**src/rtl/cpu_pkg.sv**
```systemverilog
// Shared CPU definitions: datapath widths and the fetch FSM state encoding.
package cpu_pkg;

    localparam int unsigned PC_W    = 4;
    localparam int unsigned INSTR_W = 8;

    typedef enum logic [1:0] {
        StIdle   = 2'd0,
        StWait   = 2'd1,
        StValid  = 2'd2,
        StHalted = 2'd3
    } fetchState_t;

endpackage

```
**src/rtl/pc_reg.sv**
```systemverilog
// Program counter register: load has priority over increment, increment wraps at 2**PC_W.
module pc_reg
    import cpu_pkg::*;
(
    input  logic            clk,
    input  logic            reset,
    input  logic            load,
    input  logic [PC_W-1:0] loadVal,
    input  logic            inc,
    output logic [PC_W-1:0] pc
);

    logic [PC_W-1:0] pcQ;

    always_ff @(posedge clk) begin
        if (reset) begin
            pcQ <= '0;
        end else if (load) begin
            pcQ <= loadVal;
        end else if (inc) begin
            pcQ <= pcQ + PC_W'(1);
        end
    end

    assign pc = pcQ;

endmodule

```
**src/rtl/instr_fetch.sv**
```systemverilog
// Instruction fetch FSM with branch squash and deferred halt.
// Optional 1-entry prefetch buffer enabled by defining IF_PREFETCH_EN.
module instr_fetch
    import cpu_pkg::*;
(
    input  logic               clk,
    input  logic               reset,
    input  logic               fetch_req,
    input  logic               branch_en,
    input  logic [PC_W-1:0]    branch_target,
    input  logic               halt,
    output logic [PC_W-1:0]    mem_addr,
    output logic               mem_rd,
    input  logic [INSTR_W-1:0] mem_data,
    input  logic               mem_ack,
    output logic [INSTR_W-1:0] instruction,
    output logic               instr_valid,
    input  logic               ir_ready,
    output logic [PC_W-1:0]    pc,
    output logic               halted
);

    fetchState_t        stateQ, stateD;
    logic [INSTR_W-1:0] instrQ, instrD;
    logic               squashQ, squashD;
    logic               haltPendQ, haltPendD;
    logic               pcLoad, pcInc;

`ifdef IF_PREFETCH_EN
    logic               pfPendQ, pfPendD;
    logic               pfValidQ, pfValidD;
    logic [INSTR_W-1:0] pfDataQ, pfDataD;
    logic               pfAck;

    assign pfAck = pfPendQ & mem_ack;
`endif

    pc_reg u_pc_reg (
        .clk     (clk),
        .reset   (reset),
        .load    (pcLoad),
        .loadVal (branch_target),
        .inc     (pcInc),
        .pc      (pc)
    );

    always_comb begin
        stateD    = stateQ;
        instrD    = instrQ;
        squashD   = squashQ;
        haltPendD = haltPendQ;
        pcLoad    = 1'b0;
        pcInc     = 1'b0;
`ifdef IF_PREFETCH_EN
        pfPendD   = pfPendQ;
        pfValidD  = pfValidQ;
        pfDataD   = pfDataQ;
`endif
        unique case (stateQ)
            StIdle: begin
                pcLoad = branch_en;
                if (halt || haltPendQ) begin
                    stateD    = StHalted;
                    haltPendD = 1'b0;
                end else if (!branch_en && fetch_req) begin
                    stateD = StWait;
                end
            end
            StWait: begin
                if (halt) haltPendD = 1'b1;
                if (branch_en) begin
                    pcLoad  = 1'b1;
                    squashD = 1'b1;
                end
                if (mem_ack) begin
                    squashD = 1'b0;
                    // A redirect in this very cycle also squashes the returning word.
                    if (!squashQ && !branch_en) begin
                        instrD = mem_data;
                        pcInc  = 1'b1;
                        stateD = StValid;
                    end else begin
                        stateD = StIdle;
                    end
                end
            end
            StValid: begin
                if (halt) haltPendD = 1'b1;
`ifdef IF_PREFETCH_EN
                if (branch_en) begin
                    pcLoad   = 1'b1;
                    pfValidD = 1'b0;
                    pfPendD  = 1'b0;
                    // An unfinished prefetch drains through WAIT with its data squashed.
                    if (pfPendQ && !mem_ack) begin
                        squashD = 1'b1;
                        stateD  = StWait;
                    end else begin
                        stateD = StIdle;
                    end
                end else if (ir_ready) begin
                    if (pfValidQ) begin
                        instrD   = pfDataQ;
                        pfValidD = 1'b0;
                    end else if (pfAck) begin
                        instrD  = mem_data;
                        pcInc   = 1'b1;
                        pfPendD = 1'b0;
                    end else if (pfPendQ) begin
                        pfPendD = 1'b0;
                        stateD  = StWait;
                    end else begin
                        stateD = StIdle;
                    end
                end else if (pfAck) begin
                    pfDataD  = mem_data;
                    pfValidD = 1'b1;
                    pfPendD  = 1'b0;
                    pcInc    = 1'b1;
                end else if (!pfValidQ && !pfPendQ && !halt && !haltPendQ) begin
                    pfPendD = 1'b1;
                end
`else
                if (branch_en) begin
                    pcLoad = 1'b1;
                    stateD = StIdle;
                end else if (ir_ready) begin
                    stateD = StIdle;
                end
`endif
            end
            StHalted: begin
            end
        endcase
    end

    always_ff @(posedge clk) begin
        if (reset) begin
            stateQ    <= StIdle;
            instrQ    <= '0;
            squashQ   <= 1'b0;
            haltPendQ <= 1'b0;
        end else begin
            stateQ    <= stateD;
            instrQ    <= instrD;
            squashQ   <= squashD;
            haltPendQ <= haltPendD;
        end
    end

`ifdef IF_PREFETCH_EN
    always_ff @(posedge clk) begin
        if (reset) begin
            pfPendQ  <= 1'b0;
            pfValidQ <= 1'b0;
            pfDataQ  <= '0;
        end else begin
            pfPendQ  <= pfPendD;
            pfValidQ <= pfValidD;
            pfDataQ  <= pfDataD;
        end
    end

    assign mem_rd = (stateQ == StWait) | pfPendQ;
`else
    assign mem_rd = (stateQ == StWait);
`endif

    assign mem_addr    = mem_rd ? pc : '0;
    assign instruction = instrQ;
    assign instr_valid = (stateQ == StValid);
    assign halted      = (stateQ == StHalted);

endmodule

```
**config.mk**
```make
export PLATFORM = sky130hd
export DESIGN_NAME = instr_fetch
export DESIGN_NICKNAME = d
export VERILOG_FILES = /design/src/rtl/cpu_pkg.sv /design/src/rtl/pc_reg.sv /design/src/rtl/instr_fetch.sv
export SDC_FILE = /design/constraint.sdc
export NUM_CORES = 1
export LEC_CHECK = 0
export CORE_UTILIZATION = 30
export CTS_CLUSTER_DIAMETER = 150
export DETAILED_ROUTE_END_ITERATION = 6
export PLACE_DENSITY = 0.61
export SETUP_SLACK_MARGIN = 0.2
export SYNTH_ARGS = -nofsm -noshare
export SYNTH_HDL_FRONTEND = slang
export SYNTH_SLANG_ARGS = --single-unit
```
**constraint.sdc**
```tcl
create_clock -name clk -period 2 [get_ports clk]
set_input_delay 0.4 -clock clk [delete_from_list [all_inputs] [get_ports clk]]
set_output_delay 0.4 -clock clk [all_outputs]
set_load 0.02 [all_outputs]
```
# [Word level (Yosys, flattened, before mapping)]
# Index checks and enable logic that the tools add are counted.
[totals] out_inout_bits=19 mem_count=0 input_bits=19 mem_bits_rw=0 register_bits=16 latch_bits=0 mem_bits_ro=0 elab_cells=49
[classes] n_mux=20 n_div=0 n_shift=0 eq_ne=8 n_lt_le_gt_ge=0 bitwise=0 n_reduce_logical=15 multipliers=0 add_sub_neg=1
[ops] cell="two-way mux 2 bit" count=6
[ops] cell="two-way mux 4 bit" count=3
[ops] cell="two-way mux 1 bit" count=8
[ops] cell="one-hot mux 2 bit (3 select lines)" count=1
[ops] cell="AND reduction 3 bit" count=2
[ops] cell="nonzero test 2 bit" count=3
[ops] cell="adder 4 x 1 -> 4 bit, second input constant" count=1
[ops] cell="equality test 2 bit, second input constant" count=2
[ops] cell="inequality test 2 x 1 -> 1 bit, second input constant" count=2
[ops] cell="one-hot mux 1 bit (2 select lines)" count=2
[ops] cell="AND reduction 4 bit" count=1
[ops] cell="inequality test 3 x 2 -> 1 bit, second input constant" count=1
[ops] cell="inequality test 3 bit, second input constant" count=1
[ops] cell="nonzero test 3 bit" count=1
[ops] cell="equality test 2 x 1 -> 1 bit, second input constant" count=1
[ops] cell="logical AND 1 bit" count=2
[ops] cell="logical NOT 1 bit" count=2
[ops] cell="logical NOT 2 bit" count=1
[ops] cell="inequality test 2 bit, second input constant" count=1
[ops] cell="AND reduction 2 bit" count=1
[ops] cell="OR reduction 2 bit" count=1
[ops] cell="logical OR 1 bit" count=1

# [Depth between registers and ports, before layout]
# Gate-level depths: netlist of the first run.
[depth] word_depth=7 depth_mapped=6 ltp_nobuf=6

# [Hierarchy]
# From an unflattened synthesis of the first run, not the netlist that was laid out.
[unflattened] hier_cells=86 hier_area_um2=809.5
[modules_own_cells] mod="instr_fetch" n_inst=1 seq_area_each_um2=240.2 area_per_inst_um2=604.3 cells_each=64
[modules_own_cells] mod="pc_reg" n_inst=1 seq_area_each_um2=80.1 area_per_inst_um2=205.2 cells_each=22

# [Least setup slack after synthesis of the first run]
# Ideal clock, no wire load.
[synth_timing] path_type="register to register" from="register stateQ[1]" to="register u_pc_reg.pcQ[3] (netlist: u_pc_reg.pc[3])" synth_period_minus_slack_ps=1612 path_buffers=0 setup_time_ps=79 path_stages_with_launch=7 slack_ps=388 t_arrival_ps=1532 required_time_ps=1921 cell_sequence="dfxtp_1 > inv_1 > ha_1 > and4bb_2 > nand4_1 > xor2_1 > a211oi_2"
[synth_between] elab_chain_len=4 word_cells_on_any_way=8 classes_between="eq/ne: 2; mux: 3; reduce/logical: 3"
[synth_lines] item="start: declaration" line_no="instr_fetch.sv:23" rtl="fetchState_t stateQ, stateD;"
[synth_lines] item="start signal: assignment" line_no="instr_fetch.sv:139" rtl="stateQ <= StIdle;"
[synth_lines] item="start signal: assignment" line_no="instr_fetch.sv:144" rtl="stateQ <= stateD;"
[synth_lines] item="equality test 2 x 1 -> 1 bit (*)"
[synth_lines] item="named net mem_rd" line_no="instr_fetch.sv:13" rtl="output logic mem_rd,"
[synth_lines] item="OR reduction 2 bit (no line)"
[synth_lines] item="one-hot mux 1 bit (2 select lines)" line_no="instr_fetch.sv:59" rtl="unique case (stateQ)"
[synth_lines] item="two-way mux 4 bit / nonzero test 2 bit (equally long branches)"
[synth_lines] item="end signal: assignment" line_no="pc_reg.sv:19" rtl="pcQ <= loadVal;"
[synth_lines] item="end signal: assignment" line_no="pc_reg.sv:21" rtl="pcQ <= pcQ + PC_W'(1);"
[synth_lines] item="end: declaration" line_no="pc_reg.sv:13" rtl="logic [PC_W-1:0] pcQ;"
# The timed path passes the listed nets; every way through them passes the cells marked *.
# A chain may end at the register's enable or synchronous reset.

# [Worst setup path after layout of the first run]
[layout_timing] from="register stateQ[1]" to="output port mem_rd"
[layout_between] elab_chain_len=1
[layout_lines] item="equality test 2 x 1 -> 1 bit" line_no="instr_fetch.sv:166" rtl="assign mem_rd = (stateQ == StWait);"
[layout_lines] item="end: declaration" line_no="instr_fetch.sv:13"
# No other way between the ends.

==> results of run 1 <==
## critical path: stages, from the launching register on
cell	delay [ns]
dfxtp_1	0.34
inv_2	0.10
ha_1	0.26
clkdlybuf4s15_1	0.33
## logic make-up after synthesis
| group | after synthesis | synth area share [%] |
|---|---|---|
| flops | 16 | 40.2 |
| simple gates | 32 | 21.2 |
| fa+ha+maj | 6 | 9.42 |
| buf+inv | 6 | 2.83 |
| mux | 9 | 11.3 |
| compound gates | 12 | 11.8 |
| xor+xnor | 3 | 3.30 |
## power groups by stage
stage | Combinational [mW] | Clock [mW] | Sequential, mW
6_report | 0.485 | 0.221 | 0.419
4_1_cts | 0.475 | 0.233 | 0.414
3_5_place_dp | 0.487 | 0 | 0.420
2_1_floorplan | 0.276 | 0 | 0.439
5_1_grt | 0.525 | 0.246 | 0.426
3_3_place_gp | 0.487 | 0 | 0.418
## how the worst min path moves through the flow
| stage | from | to | slack [ns] |
|---|---|---|---|
| after detailed placement | instruction[0] | instruction[0] | 0.48 |
| after global placement | instruction[3] | instruction[3] | 0.47 |
| after floorplan | haltPendQ | haltPendQ | 0.48 |
| after CTS | instruction[2] | instruction[2] | 0.52 |
| final | instruction[2] | instruction[2] | 0.51 |
| after global routing | instruction[2] | instruction[2] | 0.53 |
## placed cells by master, fill, tap and decap left out, drive strengths merged, types with 2 or more instances in the layout
cell	n
clkbuf	5
a21oi	3
clkdlybuf4s15	4
clkdlybuf4s50	29
mux2i	9
buf	2
dlygate4sd2	2
xor2	2
nand2b	2
inv	4
a211oi	6
nand2	4
dfxtp	16
nor2	14
ha	6
nor3	3
and2	4
## final cells by class
cell class	count	area, um2	area share (%)
Clock buffer	4	36.3	2.85
Inverter	4	15.0	1.18
Sequential cell	16	322	25.2
Tap cell	30	37.5	2.95
Multi-Input combinational cell	62	467	36.6
Timing Repair Buffer	39	397	31.1
## metal layers
| layer | routed length [um] | GRT usage [%] | vias up | part of all wire [%] |
|---|---|---|---|---|
| li1 | - | - | 370 | - |
| met1 | 829 | 16.8 | 322 | 45 |
| met2 | 850 | 22.5 | 36 | 46 |
| met3 | 158 | 5.37 | 4 | 8.5 |
| met4 | 23 | 3.95 | 0 | 1.2 |
| met5 | 0 | 0 | - | 0 |
==> summary.txt, run 1 <==
Outcome
  – Status: completed

Critical path
  – R2r setup slk: 0.40 ns
  – Crit end category: output port
  – Worst setup path class: flop to output port
  – R2r endpoint: u_pc_reg.pc[3]
  – Worst Path Max Fanout: 5
  – CP Capture Point: mem_rd
  – RR Startpoint: stateQ[1]
  – CP arrival: 1.34 ns
  – CP startpoint kind: flop
  – Worst reg2reg path depth: 6
  – Worst setup startpoint: stateQ[1]
  – Crit path required time: 1.60 ns

Cells and area
  – Max FFs per register: 8
  – Final instance area: 1270 um2
  – Filler instances: 251
  – Post-Layout Cell Count: 155
  – P&R area growth vs syn: 59.8%
  – Final core occ: 51.0%
  – Layout cells sized above 1: 13.6%
  – Nets: 151
  – N_diodes: 0

Clocking
  – Sink Count: 16
  – CTS max path bufs: 2
  – Num CTS Buffers: 3
  – Post-CTS Repair Setup Buffers: 0
  – H-tree depth: 1
  – Number of gates resized after cts: 14
  – Clock transition at path regs: 0.10 ns
  – CTS tree: yes
  – Clk_lat worst skew: 0.29 ns
  – Cts hold-fix bufs: 0
  – Root Buffer: clkbuf_4

Route
  – Drt wl/cell: 12.0 um
  – Antenna Nets Post-Route: 0
  – Initial DRC count: 4
  – Remaining DRCs: 0
  – Vias per cell: 4.72
  – Routed WL: 1.86 mm
  – Pre-Repair DR Iteration Count: 4
  – Via count: 732

Place
  – Post-place setup slack: 0.131 ns
  – Placed Cells: 151
  – DP HPWL: 1.34 mm
  – Dpl cell area: 1220 um2
  – PortBufs: 37
  – Gpl congestion: 0.867

Floorplan
  – Initial Util: 31.9%
  – # IOs: 38
  – CORE AREA: 2500 um2
  – Chip Height: 53.5 um
  – Die X: 53.5 um
  – FP Rows: 18
  – Die Area: 2870 um2

Synth
  – Post-Syn Area: 797 um2
  – Synth area leaders: dfxtp_1 (40%), mux2i_1 (11%), ha_1 (9.4%), nor2_1 (6.6%), a211oi_1 (4.7%)
  – Syn Nets: 109
  – Yosys top cell by area: dfxtp_1
  – Synth unique cells: 24
  – Post-synth EDFFs: 0
  – Synth Warn #: 0
  – Syn_area_per_cell: 9.49 um2
  – Post-synth top cells: dfxtp_1 (16), nor2_1 (14), mux2i_1 (9)
  – Sequential area share after synthesis: 40.2%
  – Most used DFF post-synth: dfxtp_1
  – #FFs+latches synth: 16
  – Asr flop ratio synth: 0%
  – Share of the synthesized area in the top cell type: 40.2%
  – Count leader, synth: dfxtp_1
  – Cell count after synthesis: 84

STA
  – RSZ-0062 raised after global routing: false
  – Fin Clk Skew: 0.00347 ns
  – Setup TNS Final: 0 ns
  – # setup viols final: 0
  – Slew margin rel.: 56.6%
  – Hold Slack: 0.513 ns
  – Worst-margin pin slew: 0.649 ns
  – Final worst-path cycle share: 86.9%
  – Hold Vio Cnt, Final: 0
  – Min cycle time layout: 1.74 ns
  – Max Fclk: 575 MHz
  – Fin. max-slew vios: 0
  – Setup WS post-layout: 0.262 ns

Pwr
  – Sw Ratio: 36.1%
  – Switching power: 0.407 mW
  – Combinational power share: 43.1%
  – Leakage power: 0.487 nW
  – Final Power: 1.13 mW
  – Clock network power share: 19.7%
  – Pint: 0.718 mW
  – Pwr Density: 883 nW/um2
  – Maximum vdd drop: 0.000556 V
  – Sequential share of power: 37.2%

Worst hold path
  – Hold depth: 2
  – HP Class: flop to flop

Global routing
  – Initial antenna violation count: 0
  – Congestion Overflow GR: 0
  – Largest net degree at the start of global routing: 17
  – First-pass GRT wire length: 2.81 mm
  – Vias in the first global route: 667
  – GRT Total Usage: 13.8%

Job
  – Maxcap violations: 0
No activity file was read; power rests on OpenSTA's default activity.
==> run 2: changes to the inputs <==
CORE_MARGIN = 4   (was default)
==> summary.txt, run 2 (same netlist as run 1, synthesis figures left out) <==
STA
  – # setup viols final: 0 (unchanged)
  – Max Fclk: 557 MHz (-3.1%)
  – Fin. max-slew vios: 0 (unchanged)
  – RSZ-0062 raised after global routing: true
  – Fin Clk Skew: 0.00167 ns (-0.00180 ns)
  – Hold Slack: 0.500 ns (-0.0129 ns)
  – Final worst-path cycle share: 89.7% (+2.8 points)
  – Min cycle time layout: 1.79 ns (+0.0564 ns)
  – Worst-margin pin slew: 0.627 ns (-0.0224 ns)
  – Slew margin rel.: 58.1% (+1.5 points)
  – Setup TNS Final: 0 ns (unchanged)
  – Hold Vio Cnt, Final: 0 (unchanged)
  – Setup WS post-layout: 0.206 ns (-0.0564 ns)

Critical path
  – Family with the most delay on the worst path: buffers and inverters
  – CP max stage delay: 0.34 ns (about the same)
  – Crit path required time: 1.60 ns (about the same)
  – Crit end category: output port
  – Crit path buf inv count: 2 (unchanged)
  – Crit-path slowest cell: dfxtp_1
  – Crit path cell chain: inv_1 > ha_2 > and2_1 > clkdlybuf4s15_2
  – Worst path depth: 4 (+1)
  – RR Startpoint: stateQ[0]
  – Worst Path Max Fanout: 6 (+1)
  – Worst setup path class: flop to output port
  – R2r endpoint: u_pc_reg.pc[3]
  – CP arrival: 1.39 ns (+0.05 ns)
  – R2r setup slk: 0.40 ns (about the same)
  – Worst reg2reg path depth: 6 (unchanged)
  – CP startpoint kind: flop

Pwr
  – Final Power: 1.11 mW (-0.94%)
  – Leakage power: 0.488 nW (+0.10%)
  – Pwr Density: 884 nW/um2 (about the same)
  – Maximum vdd drop: 0.000583 V (+4.8%)

Place
  – PortBufs: 37 (unchanged)
  – Dpl cell area: 1230 um2 (+0.61%)
  – Gpl congestion: 0.821 (-5.3%)
  – Post-place setup slack: 0.121 ns (-0.0106 ns)
  – Placed Cells: 152 (+0.66%)
  – DP HPWL: 1.52 mm (+13%)

Route
  – Routed WL: 1.95 mm (+4.8%)
  – Via count: 731 (-0.14%)
  – Drt wl/cell: 12.5 um (+4.2%)
  – Initial DRC count: 16 (+12)
  – Pre-Repair DR Iteration Count: 2 (-2)
  – Vias per cell: 4.69 (-0.78%)
  – Antenna Nets Post-Route: 0 (unchanged)
  – Remaining DRCs: 0 (unchanged)

Worst hold path
  – Hold depth: 2 (unchanged)
  – Hold path startpoint: instruction[2]
  – Hold-critical path endpoint: instruction[2]
  – HP Class: flop to flop

Cells and area
  – Commonest non-fill, non-tap cells in the layout: clkdlybuf4s50_1 (29), dfxtp_1 (16), nor2_1 (14)
  – P&R area growth vs syn: 58.2%
  – Post-Layout Cell Count: 156 (+0.65%)
  – N_diodes: 0 (unchanged)
  – Final instance area: 1260 um2 (-0.98%)
  – Layout cells sized above 1: 14.3% (+0.69 points)
  – Final core occ: 50.5% (-0.50 points)
  – Max FFs per register: 8 (unchanged)
  – Most common cell after layout, fill and taps aside: clkdlybuf4s50_1
  – Nets: 152 (+0.66%)

Outcome
  – Status: completed

Global routing
  – Initial antenna violation count: 0 (unchanged)
  – GRT Total Usage: 12.0% (-1.8 points)
  – Vias in the first global route: 760 (+14%)
  – First-pass GRT wire length: 3.25 mm (+16%)
  – Largest net degree at the start of global routing: 17 (unchanged)
  – Congestion Overflow GR: 0 (unchanged)

Floorplan
  – FP Rows: 18 (unchanged)
  – CORE AREA: 2500 um2 (unchanged)
  – Initial Util: 31.9% (unchanged)
  – Die X: 59.5 um (+11%)
  – Die Area: 3550 um2 (+24%)
  – # IOs: 38 (unchanged)
  – Chip Height: 59.5 um (+11%)

Clocking
  – Root Buffer: clkbuf_4
  – Cts hold-fix bufs: 0 (unchanged)
  – Clock transition at path regs: 0.10 ns (about the same)
  – CTS tree: yes
  – CTS max path bufs: 2 (unchanged)
  – Num CTS Buffers: 3 (unchanged)
  – Clk_lat worst skew: 0.29 ns (about the same)
  – Sink Count: 16 (unchanged)
  – H-tree depth: 1 (unchanged)

Job
  – Maxcap violations: 0 (unchanged)
==> run 2: changes by cell type in the layout (fill, tap and decap cells not counted), sizes merged <==
cell / previous run / this run
buf: 2 / 3
clkbuf: 5 / 7
clkdlybuf4s15: 4 / 3
dlygate4sd2: 2 / 1
==> run 2: cell type report <==
type | count | area [um2]
Fill cell | 241 | 1240
Multi-Input combinational cell | 62 | 457
Timing Repair Buffer | 40 | 395
Sequential cell | 16 | 320
Tap cell | 30 | 37.5
Clock buffer | 4 | 36.3
Inverter | 4 | 15.0
==> run 2: power by group <==
part           switching, mW  internal (mW)  leakage [nW]
Combinational          0.256          0.233         0.336
Sequential            0.0394          0.368         0.131
Clock                  0.107          0.111        0.0210
Total                  0.402          0.713         0.488
==> run 2: per-layer routing <==
| layer | vias to the layer above | track usage (%) | routed length (um) |
|---|---|---|---|
| met1 | 334 | 13.8 | 796 |
| li1 | 373 | - | - |
| met5 | - | 0 | 0 |
| met4 | 0 | 0.949 | 0 |
| met2 | 24 | 21.4 | 988 |
| met3 | 0 | 5.01 | 165 |
==> run 2: worst max path at each step <==
stage          startpoint        endpoint  slack, ns
2_1_floorplan   stateQ[1]  u_pc_reg.pc[3]       0.39
3_3_place_gp      mem_ack  u_pc_reg.pc[3]       0.15
6_report        stateQ[1]     mem_addr[3]       0.21
4_1_cts         stateQ[1]     mem_addr[1]        0.1
5_1_grt         stateQ[1]     mem_addr[3]       0.13
3_5_place_dp    stateQ[1]     mem_addr[1]       0.12
==> run 2: worst min-delay path: stages, from the launching register on <==
cell and delay (ns):
dfxtp_1 0.34, mux2i_1 0.06, nor2_1 0.07
==> run 2: what timing repair did <==
| action | in CTS | in global routing |
|---|---|---|
| cloned | 0 | 0 |
| setup endpoints to repair | 7 | 7 |
| resized for setup | 14 | 7 |
| setup buffers | 0 | 0 |
==> run 3: changes to the inputs <==
PLACE_DENSITY = default   (was 0.61)
clock period = 1.55 ns   (was 2 ns; I/O delays follow)
==> summary.txt, run 3 (same netlist as run 1, synthesis figures left out) <==
Cells and area
  – Register area: 328 um2 (+2.3%)
  – Layout cells sized above 1: 38.0% (+24 points)
  – Commonest non-fill, non-tap cells in the layout: clkdlybuf4s50_1 (18), nor2_1 (14), dfxtp_1 (14)
  – Footprint of the multi-input gates: 549 um2 (+20%)
  – Max FFs per register: 8 (unchanged)
  – Post-Layout Cell Count: 167 (+7.1%)
  – Most common cell after layout, fill and taps aside: clkdlybuf4s50_1
  – Filler instances: 232 (-3.7%)
  – Nets: 163 (+7.2%)
  – N_diodes: 0 (unchanged)
  – P&R area growth vs syn: 80.2%

STA
  – Setup WS post-layout: 0.0804 ns (-0.125 ns)
  – Setup TNS Final: 0 ns (unchanged)
  – # setup viols final: 0 (unchanged)
  – Slew margin rel.: 78.6% (+20 points)
  – Worst-margin pin slew: 0.318 ns (-0.309 ns)
  – Final worst-path cycle share: 94.8%
  – Fin Clk Skew: 0.000981 ns (-0.000687 ns)
  – RSZ-0062 raised after global routing: true
  – Fin. max-slew vios: 0 (unchanged)
  – Max Fclk: 680 MHz
  – Min cycle time layout: 1.47 ns
  – Hold Vio Cnt, Final: 0 (unchanged)

Pwr
  – Pint: 1.11 mW (+56%)
  – Combinational power share: 52.1% (+8.2 points)
  – Maximum vdd drop: 0.000653 V (+12%)
  – Switching power: 0.623 mW (+55%)
  – Sequential share of power: 32.1% (-4.5 points)
  – Pwr Density: 1210 nW/um2 (+37%)
  – Clock network power share: 15.8% (-3.7 points)
  – Sw Ratio: 35.9% (-0.16 points)
  – Leakage power: 0.605 nW (+24%)

Outcome
  – Status: completed

Floorplan
  – Die Area: 3550 um2 (unchanged)
  – CORE AREA: 2500 um2 (unchanged)
  – Die X: 59.5 um (unchanged)
  – Initial Util: 31.9% (unchanged)
  – FP Rows: 18 (unchanged)
  – # IOs: 38 (unchanged)
  – Chip Height: 59.5 um (unchanged)

Route
  – Via count: 771 (+5.5%)
  – Pre-Repair DR Iteration Count: 3 (+1)
  – Remaining DRCs: 0 (unchanged)
  – Vias per cell: 4.62 (-1.5%)
  – Initial DRC count: 5 (-11)
  – Routed WL: 2.19 mm (+12%)
  – Drt wl/cell: 13.1 um (+4.7%)
  – Antenna Nets Post-Route: 0 (unchanged)

Global routing
  – Met3 usage: 3.05% (-2.0 points)
  – Congestion Overflow GR: 0 (unchanged)
  – Largest net degree at the start of global routing: 17 (unchanged)
  – First-pass GRT wire length: 3.60 mm (+11%)
  – GRT Total Usage: 13.5% (+1.6 points)
  – Initial antenna violation count: 0 (unchanged)
  – Met2 Track Usage GR: 23.7% (+2.3 points)
  – Vias in the first global route: 835 (+9.9%)
  – GRT busiest layer: met2
  – Met1 Track Usage GR: 15.7% (+1.8 points)

Critical path
  – Crit end category: flop
  – Worst setup path class: flop to flop
  – Crit path required time: 1.76 ns (+0.16 ns)
  – Worst Path Max Fanout: 5 (-1)
  – CP startpoint kind: flop
  – CP arrival: 1.68 ns (+0.29 ns)

Job
  – Maxcap violations: 0 (unchanged)

Place
  – DP HPWL: 1.65 mm (+8.8%)
  – PortBufs: 37 (unchanged)
  – Placed Cells: 158 (+3.9%)
  – Gpl congestion: 0.733 (-11%)
  – Post-place setup slack: -0.184 ns (-0.305 ns)

Clocking
  – CTS max path bufs: 2 (unchanged)
  – Clk_lat worst skew: 0.28 ns (about the same)
  – Sink Count: 16 (unchanged)
  – H-tree depth: 1 (unchanged)
  – Root Buffer: clkbuf_4
  – CTS tree: yes
  – Num CTS Buffers: 3 (unchanged)
  – Clock transition at path regs: 0.09 ns (about the same)

Worst hold path
  – HP Class: flop to flop
## run 3: cell types whose count changed in the layout (fill, tap and decap cells not counted), moves of 3 or more
| cell | delta |
|---|---|
| clkdlybuf4s15_2 | -3 |
| and2_4 | +4 |
| dlygate4sd2_1 | +8 |
| ha_1 | -4 |
| buf_6 | +7 |
| buf_4 | +10 |
| and2_1 | -4 |
| inv_2 | +3 |
| ha_4 | +3 |
| clkdlybuf4s50_1 | -11 |
| inv_1 | -4 |
## run 3: final timing paths
check / end / start / cells past startpoint / slack [ns]
max: stateQ[0] / stateQ[1] / 7 / 0.08
min: instruction[3] / instruction[3] / 2 / 0.50
max reg2reg: stateQ[0] / stateQ[1] / 7 / 0.08
min reg2reg: instruction[3] / instruction[3] / 2 / 0.50
## run 3: worst max-delay path: stages (launching register included)
cell      delay (ns)
dfxtp_4         0.37
inv_4           0.05
ha_4            0.17
buf_6           0.12
inv_2           0.06
o221ai_4        0.11
or3_4           0.39
a21oi_2         0.14
## run 3: stage by stage
| step | util, % | power [mW] | hold slack, ns | instance area, um2 |
|---|---|---|---|---|
| floorplan | - | 0.991 | 0.410 | 840 |
| finish | 57.5 | 1.74 | 0.499 | 1440 |
| detailed placement | 52.8 | 1.30 | 0.488 | 1320 |
| global route | 57.5 | 1.85 | 0.544 | 1440 |
| global placement | 52.8 | 1.29 | 0.475 | 1320 |
| CTS | 57.0 | 1.69 | 0.508 | 1430 |
## run 3: routing by layer
| layer | vias to the layer above | share of wire (%) |
|---|---|---|
| li1 | 397 | - |
| met1 | 352 | 39 |
| met2 | 20 | 54 |
| met3 | 2 | 5.8 |
| met4 | 0 | 1.1 |
| met5 | - | 0 |
## run 3: power groups by stage
stage	logic [mW]	clock network, mW	registers (mW)
final	0.905	0.275	0.557
after global routing	0.979	0.307	0.568
after CTS	0.848	0.292	0.555
after detailed placement	0.742	0	0.562
after global placement	0.725	0	0.560
after floorplan	0.402	0	0.589
## run 3: what timing repair did
action,in CTS,in global routing
setup buffers,5,0
pin swaps,6,6
hold buffers,0,0
gates resized for setup,63,12
endpoints found under the setup margin,31,24
## run 3: final cells by class
class                   count  area share, %
clock buffers               4           2.53
well taps                  30           2.61
inverters                   4           1.22
multi-input cells          62           38.2
repair buffers             51           32.6
flip-flops and latches     16           22.8
